[src/rtl/ooo_pkg.sv]
// Types and constants shared by the completion arbiter and the complete stage.
package ooo_pkg;

    localparam int XLEN      = 32;
    localparam int TAG_W     = 6;
    localparam int NUM_LANES = 3;

    typedef struct packed {
        logic [XLEN-1:0]  pc;
        logic [TAG_W-1:0] dest_reg;
        logic [XLEN-1:0]  data;
        logic [TAG_W-1:0] rob;
    } cmpl_entry_t;

endpackage

[src/rtl/cmpl_src_fifo.sv]
// Per-source result FIFO: power-of-two depth, registered count, head always visible.
module cmpl_src_fifo
    import ooo_pkg::*;
#(
    parameter  int DEPTH = 2,
    localparam int CNT_W = $clog2(DEPTH + 1)
) (
    input  logic             i_clk,
    input  logic             i_rst,
    input  logic             i_flush,
    input  logic             i_push,
    input  logic             i_pop,
    input  cmpl_entry_t      i_din,
    output cmpl_entry_t      o_head,
    output logic [CNT_W-1:0] o_count
);

    localparam int PTR_W = (DEPTH > 1) ? $clog2(DEPTH) : 1;

    cmpl_entry_t      r_mem [DEPTH];
    logic [PTR_W-1:0] r_wr_ptr;
    logic [PTR_W-1:0] r_rd_ptr;
    logic [CNT_W-1:0] r_count;

    always_ff @(posedge i_clk) begin
        if (i_rst || i_flush) begin
            r_wr_ptr <= '0;
            r_rd_ptr <= '0;
            r_count  <= '0;
        end else begin
            if (i_push) r_wr_ptr <= r_wr_ptr + 1'b1;
            if (i_pop)  r_rd_ptr <= r_rd_ptr + 1'b1;
            r_count <= r_count + CNT_W'(i_push) - CNT_W'(i_pop);
        end
    end

    // Storage carries no reset; only the pointers and count define validity.
    always_ff @(posedge i_clk) begin
        if (i_push && !i_rst && !i_flush) r_mem[r_wr_ptr] <= i_din;
    end

    assign o_head  = r_mem[r_rd_ptr];
    assign o_count = r_count;

endmodule

[src/rtl/complete_arbiter.sv]
// Buffers results from the execution sources and grants up to NUM_LANES heads per
// cycle in round-robin order onto registered completion lanes.
module complete_arbiter #(
    parameter int NUM_SRC   = 4,
    parameter int NUM_LANES = ooo_pkg::NUM_LANES,
    parameter int DEPTH     = 2,
    parameter int XLEN      = ooo_pkg::XLEN,
    parameter int TAG_W     = ooo_pkg::TAG_W
) (
    input  logic                       clk,
    input  logic                       rstn,
    input  logic                       flush,
    input  logic                       stall,
    input  logic [NUM_SRC-1:0]         src_valid,
    output logic [NUM_SRC-1:0]         src_ready,
    input  logic [NUM_SRC*XLEN-1:0]    src_pc,
    input  logic [NUM_SRC*TAG_W-1:0]   src_dest_reg,
    input  logic [NUM_SRC*XLEN-1:0]    src_data,
    input  logic [NUM_SRC*TAG_W-1:0]   src_rob,
    output logic [NUM_LANES-1:0]       lane_valid,
    output logic [NUM_LANES*XLEN-1:0]  lane_pc,
    output logic [NUM_LANES*TAG_W-1:0] lane_dest_reg,
    output logic [NUM_LANES*XLEN-1:0]  lane_data,
    output logic [NUM_LANES*TAG_W-1:0] lane_rob
);

    import ooo_pkg::*;

    localparam int SRC_W = $clog2(NUM_SRC);
    localparam int CNT_W = $clog2(DEPTH + 1);

    cmpl_entry_t          w_din   [NUM_SRC];
    cmpl_entry_t          w_head  [NUM_SRC];
    logic [CNT_W-1:0]     w_count [NUM_SRC];
    logic [NUM_SRC-1:0]   w_push;
    logic [NUM_SRC-1:0]   w_pop;

    logic [SRC_W-1:0]     w_lane_sel [NUM_LANES];
    logic [NUM_LANES-1:0] w_lane_hit;
    logic [SRC_W-1:0]     w_next_ptr;

    logic [SRC_W-1:0]     r_rr_ptr;
    logic [NUM_LANES-1:0] r_lane_valid;
    cmpl_entry_t          r_lane [NUM_LANES];

    for (genvar g = 0; g < NUM_SRC; g++) begin : g_src
        assign w_din[g] = '{pc:       src_pc[g*XLEN +: XLEN],
                            dest_reg: src_dest_reg[g*TAG_W +: TAG_W],
                            data:     src_data[g*XLEN +: XLEN],
                            rob:      src_rob[g*TAG_W +: TAG_W]};
        // Readiness looks only at the current count, never at a same-cycle pop.
        assign src_ready[g] = (w_count[g] < CNT_W'(DEPTH)) && !rstn && !flush;
        assign w_push[g]    = src_valid[g] && src_ready[g];

        cmpl_src_fifo #(.DEPTH(DEPTH)) u_fifo (
            .i_clk   (clk),
            .i_rst   (rstn),
            .i_flush (flush),
            .i_push  (w_push[g]),
            .i_pop   (w_pop[g]),
            .i_din   (w_din[g]),
            .o_head  (w_head[g]),
            .o_count (w_count[g])
        );
    end

    always_comb begin
        int n;
        int idx;
        n          = 0;
        idx        = 0;
        w_pop      = '0;
        w_lane_hit = '0;
        w_next_ptr = r_rr_ptr;
        for (int k = 0; k < NUM_LANES; k++) w_lane_sel[k] = '0;
        if (!stall) begin
            for (int j = 0; j < NUM_SRC; j++) begin
                idx = (int'(r_rr_ptr) + j) % NUM_SRC;
                if (w_count[idx] != '0 && n < NUM_LANES) begin
                    w_pop[idx]    = 1'b1;
                    w_lane_hit[n] = 1'b1;
                    w_lane_sel[n] = SRC_W'(idx);
                    w_next_ptr    = SRC_W'((idx + 1) % NUM_SRC);
                    n             = n + 1;
                end
            end
        end
    end

    always_ff @(posedge clk) begin
        if (rstn || flush) begin
            r_rr_ptr     <= '0;
            r_lane_valid <= '0;
            for (int k = 0; k < NUM_LANES; k++) r_lane[k] <= '0;
        end else if (!stall) begin
            r_rr_ptr     <= w_next_ptr;
            r_lane_valid <= w_lane_hit;
            for (int k = 0; k < NUM_LANES; k++)
                r_lane[k] <= w_lane_hit[k] ? w_head[w_lane_sel[k]] : '0;
        end
    end

    assign lane_valid = r_lane_valid;
    for (genvar k = 0; k < NUM_LANES; k++) begin : g_lane
        assign lane_pc[k*XLEN +: XLEN]         = r_lane[k].pc;
        assign lane_dest_reg[k*TAG_W +: TAG_W] = r_lane[k].dest_reg;
        assign lane_data[k*XLEN +: XLEN]       = r_lane[k].data;
        assign lane_rob[k*TAG_W +: TAG_W]      = r_lane[k].rob;
    end

endmodule
[config.mk]
export PLATFORM = sky130hd
export DESIGN_NAME = complete_arbiter
export DESIGN_NICKNAME = d
export VERILOG_FILES = /design/src/rtl/ooo_pkg.sv /design/src/rtl/cmpl_src_fifo.sv /design/src/rtl/complete_arbiter.sv
export SDC_FILE = /design/constraint.sdc
export NUM_CORES = 1
export LEC_CHECK = 0
export ABC_CLOCK_PERIOD_IN_PS = 7100
export CORE_MARGIN = 2
export CORE_UTILIZATION = 40
export DETAILED_ROUTE_END_ITERATION = 7
export GPL_TIMING_DRIVEN = 1
export SLEW_MARGIN = 30
export SYNTH_ARGS = -nofsm -noshare
export SYNTH_HDL_FRONTEND = slang
export SYNTH_SLANG_ARGS = --single-unit
[constraint.sdc]
create_clock -name clk -period 7.1 [get_ports clk]
set_input_delay 1.42 -clock clk [delete_from_list [all_inputs] [get_ports clk]]
set_output_delay 1.42 -clock clk [all_outputs]
set_load 0.02 [all_outputs]
Word-level counts from Yosys, hierarchy flattened
Memory sizes are Yosys's and may differ from the RTL's. A register that Yosys moved wholly into a read port is not among the register bits.
Index checks and enable logic that the tools add are counted.

operators by class
  add/sub/neg operators = 24
  shifts and indexed selects = 0
  divide/modulo/power cells = 0
  magnitude comparators = 34
  reduce and logical (&&, ||, !) cells = 45
  bitwise gates (word level) = 23
  equality and inequality tests = 0
  multiply operators = 0
  mux-type cells = 105

operators by type and width
  operator                                                                        count
  76-bit 2-to-1 mux                                                               12
  76-bit binary-select mux with 2-bit select                                      3
  32-bit by 3-bit >= comparator with 1-bit output (second input constant)         7
  32-bit inverter                                                                 6
  32-bit 2-to-1 mux                                                               5
  32-bit by 1-bit >= comparator with 1-bit output (second input constant)         3
  32-bit by 1-bit less-than comparator with 1-bit output (second input constant)  3
  32-bit by 3-bit less-than comparator with 1-bit output (second input constant)  3
  32-bit by 4-bit less-than comparator with 1-bit output (second input constant)  3
  32-bit by 2-bit adder with 32-bit output (second input constant)                2
  6-bit 2-to-1 mux                                                                6
  2-bit 2-to-1 mux                                                                17
  1-bit logical AND                                                               33
  4-bit 2-to-1 mux                                                                8
  2-bit inverter with 32-bit output                                               1
  1-bit 2-to-1 mux                                                                31
  6-bit bitwise mux                                                               3
  3-bit 2-to-1 mux                                                                6
  2-bit binary-select mux with 2-bit select                                       4
  1-bit demux with 2-bit select                                                   7
  2-bit demux with 2-bit select                                                   3
  3-bit by 4-bit less-than comparator with 1-bit output (second input constant)   3
  4-bit bitwise OR                                                                3
  2-bit adder (second input constant)                                             5
  21 further kinds                                                                54

storage, ports and cells
  output and inout bits = 235
  RAM bits = 836
  memories kept = 5
  register bits after elaboration = 21
  bits in latches = 0
  memory bits (read-only) = 0
  word-level logic and storage cells = 250

memory list
  name                   depth  bits a word  read ports  clocked after memory_dff  wr ports  RTL line                text
  r_lane                 3      76           3           0                         3         complete_arbiter.sv:44  cmpl_entry_t r_lane [NUM_LANES];
  g_src[0].u_fifo.r_mem  2      76           1           1                         1         cmpl_src_fifo.sv:20     cmpl_entry_t r_mem [DEPTH];
  g_src[1].u_fifo.r_mem  2      76           1           1                         1         cmpl_src_fifo.sv:20
  g_src[2].u_fifo.r_mem  2      76           1           1                         1         cmpl_src_fifo.sv:20
  g_src[3].u_fifo.r_mem  2      76           1           1                         1         cmpl_src_fifo.sv:20

Longest topological paths before layout
  depth in word-level cells = 29
  mapped depth = 19
  mapped depth without buffers = 15

Modules after synthesis
Synthesis repeated with hierarchy kept, for this count alone.

second synthesis, totals
  cell total of the unflattened synthesis = 2109
  area total of the unflattened synthesis = 38478.2 µm²

modules (own cells, without submodules)
  module            cells an instance  instances  area each (µm²)
  cmpl_src_fifo     256                4          5855.6
  complete_arbiter  1085               1          15055.7

Worst setup path before layout
No wires, ideal clock.

  kind = input port to flip-flop
  from = input stall
  to = memory r_lane[0][0] (netlist bit), enable pin
  path slack = -0.388 ns
  library setup time = 1.780 ns
  data arrival time = 5.708 ns
  stages = 3
  cell sequence = clkbuf_1 clkbuf_1 nand2_1

RTL lines
  what             RTL line                text
  start, declared  complete_arbiter.sv:13  input logic stall,
  end, declared    complete_arbiter.sv:44

==> results.toml <==
[outcome]
status = "completed"

[timing]
finalMaxSlewViolations = 0
timing.final.crit_share = 0.763
setup_ws_ns = 1.69
finalSetupViolations = 0
rsz0062_at_grt = "false"
slew_headroom = 0.330
hold_viol = 0
setup_tns_ns = 0
worstMarginPinSlew_ns = 1.00
clock_skew_ns = 0.0277
max_freq_ghz = 0.185
fin_crit_ns = 5.41

[route]
routed_wl_microns = 119000
vias_per_cell = 5.61
ant_nets = 0
wl_per_cell_microns = 29.0
drc_errors = 0
drt_iter0_markers = 1962
drtPass1Iterations = 6
routed-via-count = 23000

[critical_path]
crit_chain = "inv_2 > ha_1 > mux4_2 > inv_1 > fa_1 > o31a_1 > nand2_2 > mux2i_1 > or4b_4 > buf_12 > o22ai_1"
setup.worst_path.end_class = "flop"
r2r_end = "r_lane[0][227]"
critPathMaxStageDelay_ns = 0.83
rrSetupSlack_ns = 1.69
worstPathMaxFanout = 36
setup.worst_path.start_class = "flop"
critPathSlowestCell = "or4b_4"
cp_data_arrival_time_ns = 5.90
worstPathRequired_ns = 7.59
r2r-start = "r_rr_ptr[1]"
worstRegToRegCells = 11
crit_type = "flop to flop"

[pwr]
p_leak_nw = 16.4
ir_drop_mv = 0.167
switching_power_mw = 2.57
combPwrFrac = 0.083
swShare = 0.223
clkPwrFrac = 0.417
seqPwrFrac = 0.500
intPower_mw = 8.94
pwr_density_cell_nw_per_um2 = 242

[floorplanning]
row_count = 112
die_w_microns = 311
fp.dieH_microns = 311
die_area_sq_um = 96600
io_pins = 547
start_util = 0.403
coreArea_sq_um = 93300

[synthesis]
avgSynthCellArea_sq_um = 17.0
yosys_warnings = 0
yosys-top-cells-count = "edfxtp_1 (836), mux2i_1 (457), mux2_2 (306)"
yosysUniqueCellTypes = 65
ys.flop_type = "edfxtp_1"
netlist.top_cell.by_area = "edfxtp_1"
synth_area_leaders = "edfxtp_1 (67%), mux2i_1 (12%), mux2_2 (9.2%)"
yosysTopAreaCellShare = 0.667
synth_edf_count = 836
syn_area_sq_um = 37600
synth_seq_cells = 861
syn_inst = 2209
yosysMostFrequentCell = "edfxtp_1"
synth-async-reset-ratio = 0
ys_seq_area_frac = 0.680
syn_nets = 2542

[clocking]
clk_pin_slew_ns = 0.06
cts_root_buf = "clkbuf_16"
clock_latency_ns = 0.66
clock_path_buffers = 3
clock_sink_count = 861
post-cts-setup-buffer-count = 0
h-tree-depth = 3
cts_tree = "yes"
ctsHoldBuffers = 0
cts_buffers = 95
cts_resized = 0

[global_route]
antenna_found_initial = 29
gr-total-overflow = 0
track_usage = 0.239
grt_pass1_wl_microns = 168000
grt_pass1_vias = 23900
grt_max_degree = 107

[finish]
syn_to_final_growth_pct = 26.6
stdcell_count = 4093
nFillCells = 7741
final_nets = 3086
fin_util = 0.511
layout-drive-gt1-share = 0.200

[place]
post-dp-hpwl_microns = 75200
dp_cells = 3909
port_buffers = 546
gp_congestion = 0.798
dp_slack_ns = 1.77

[worst_hold_path]
min-delay-path-class = "flop to flop"
hp-start = "lane_valid[0]"
min_to = "lane_valid[0]"
min_path_cells = 2

[job]
maxCapViolations = 0
## power groups by stage
stage	sequential [mW]	combinational [mW]	clock, mW
final	5.76	0.952	4.80
after global routing	5.77	1.01	5.09
after CTS	5.76	0.953	4.89
after detailed placement	5.87	0.947	0
after global placement	5.86	0.927	0
after floorplan	5.93	0.386	0
## worst max-delay path by stage
stage | startpoint | endpoint | cells after the start | slack, ns
6_report | r_rr_ptr[1] | r_lane[0][227] | 11 | 1.69
5_1_grt | r_rr_ptr[0] | r_lane[0][227] | 13 | 1.45
4_1_cts | r_rr_ptr[1] | r_lane[0][227] | 11 | 1.75
3_5_place_dp | r_rr_ptr[1] | r_lane[0][227] | 11 | 1.77
3_3_place_gp | r_rr_ptr[0] | r_lane[0][227] | 13 | 1.80
2_1_floorplan | flush | g_src[1].u_fifo.r_mem[0][0] | 5 | 1.01
## metrics by stage
step                      total power, mW  hold WS, ns  cell area [sq um]
after detailed placement             6.81        0.456              44600
after global routing                 11.9        0.509              47600
after floorplan                      6.32        0.481              37700
after global placement               6.79        0.463              44500
after CTS                            11.6        0.471              47600
final                                11.5        0.469              47700
## final cells by class
cell class                      instances  area [sq um]  area share
Sequential cell                       861         25600       0.538
Multi-Input combinational cell       1189         11300       0.238
Timing Repair Buffer                  592          6060       0.127
Clock buffer                          115          2490      0.0524
Tap cell                             1254          1570      0.0329
Clock inverter                         61           514      0.0108
Inverter                               14          52.6     0.00110
Antenna cell                            7          17.5    0.000368
## critical path: cells and delay by family, from the launching register on
family	cells	cell delay [ns]
and+or+nand+nor	2	0.98
adders and majority gates	2	1.16
buffers and inverters	3	0.61
AOI/OAI and AO/OA	2	0.61
DFF	1	0.65
muxes	2	1.13
## sequential cells by signal, indices dropped and copies added, names as in the netlist, named ones only
| register | flops |
|---|---|
| lane_valid | 3 |
| g_src.u_fifo.r_mem | 608 |
| r_rr_ptr | 2 |
| r_lane | 228 |
| g_src.u_fifo.r_wr_ptr | 4 |
| g_src.u_fifo.o_count | 8 |
| g_src.u_fifo.r_rd_ptr | 4 |
## cells by family (layout without fill, tap and decap cells)
family | count (synthesis) | in the layout | share of synthesized area
adder cells (fa/ha/maj) | 21 | 21 | 0.00718
other | 0 | 7 | 0
multiplexers | 767 | 767 | 0.215
XOR/XNOR | 17 | 17 | 0.00395
AO/OA/AOI/OAI | 275 | 275 | 0.0559
buffers and inverters | 159 | 782 | 0.0231
flip-flops | 861 | 861 | 0.680
AND/OR/NAND/NOR | 109 | 109 | 0.0144
## cells in the final DEF (no fill, tap or decap), drive strengths merged, types with 8 or more instances in the layout
cell           synthesis  final
edfxtp               836    836
clkdlybuf4s50          0    546
mux2i                457    457
mux2                 306    306
o22ai                228    228
clkbuf                57    115
clkinv                 0     48
buf                   88     46
nor2                  41     41
dfxtp                 25     25
nand2                 21     21
ha                    20     20
inv                   14     18
a21oi                 11     11
xnor2                  9      9
xor2                   8      8
bufinv                 0      8
nand3                  8      8
## layer usage
metal,global-route usage,part of all wire,wire length [microns],vias to the layer above
met4,0.0658,0.020,2320,46
li1,-,-,-,9953
met2,0.405,0.50,58700,937
met5,0,0.0025,298,-
met3,0.0671,0.081,9640,193
met1,0.299,0.40,47500,11800
(Power assumes the default switching activity.)
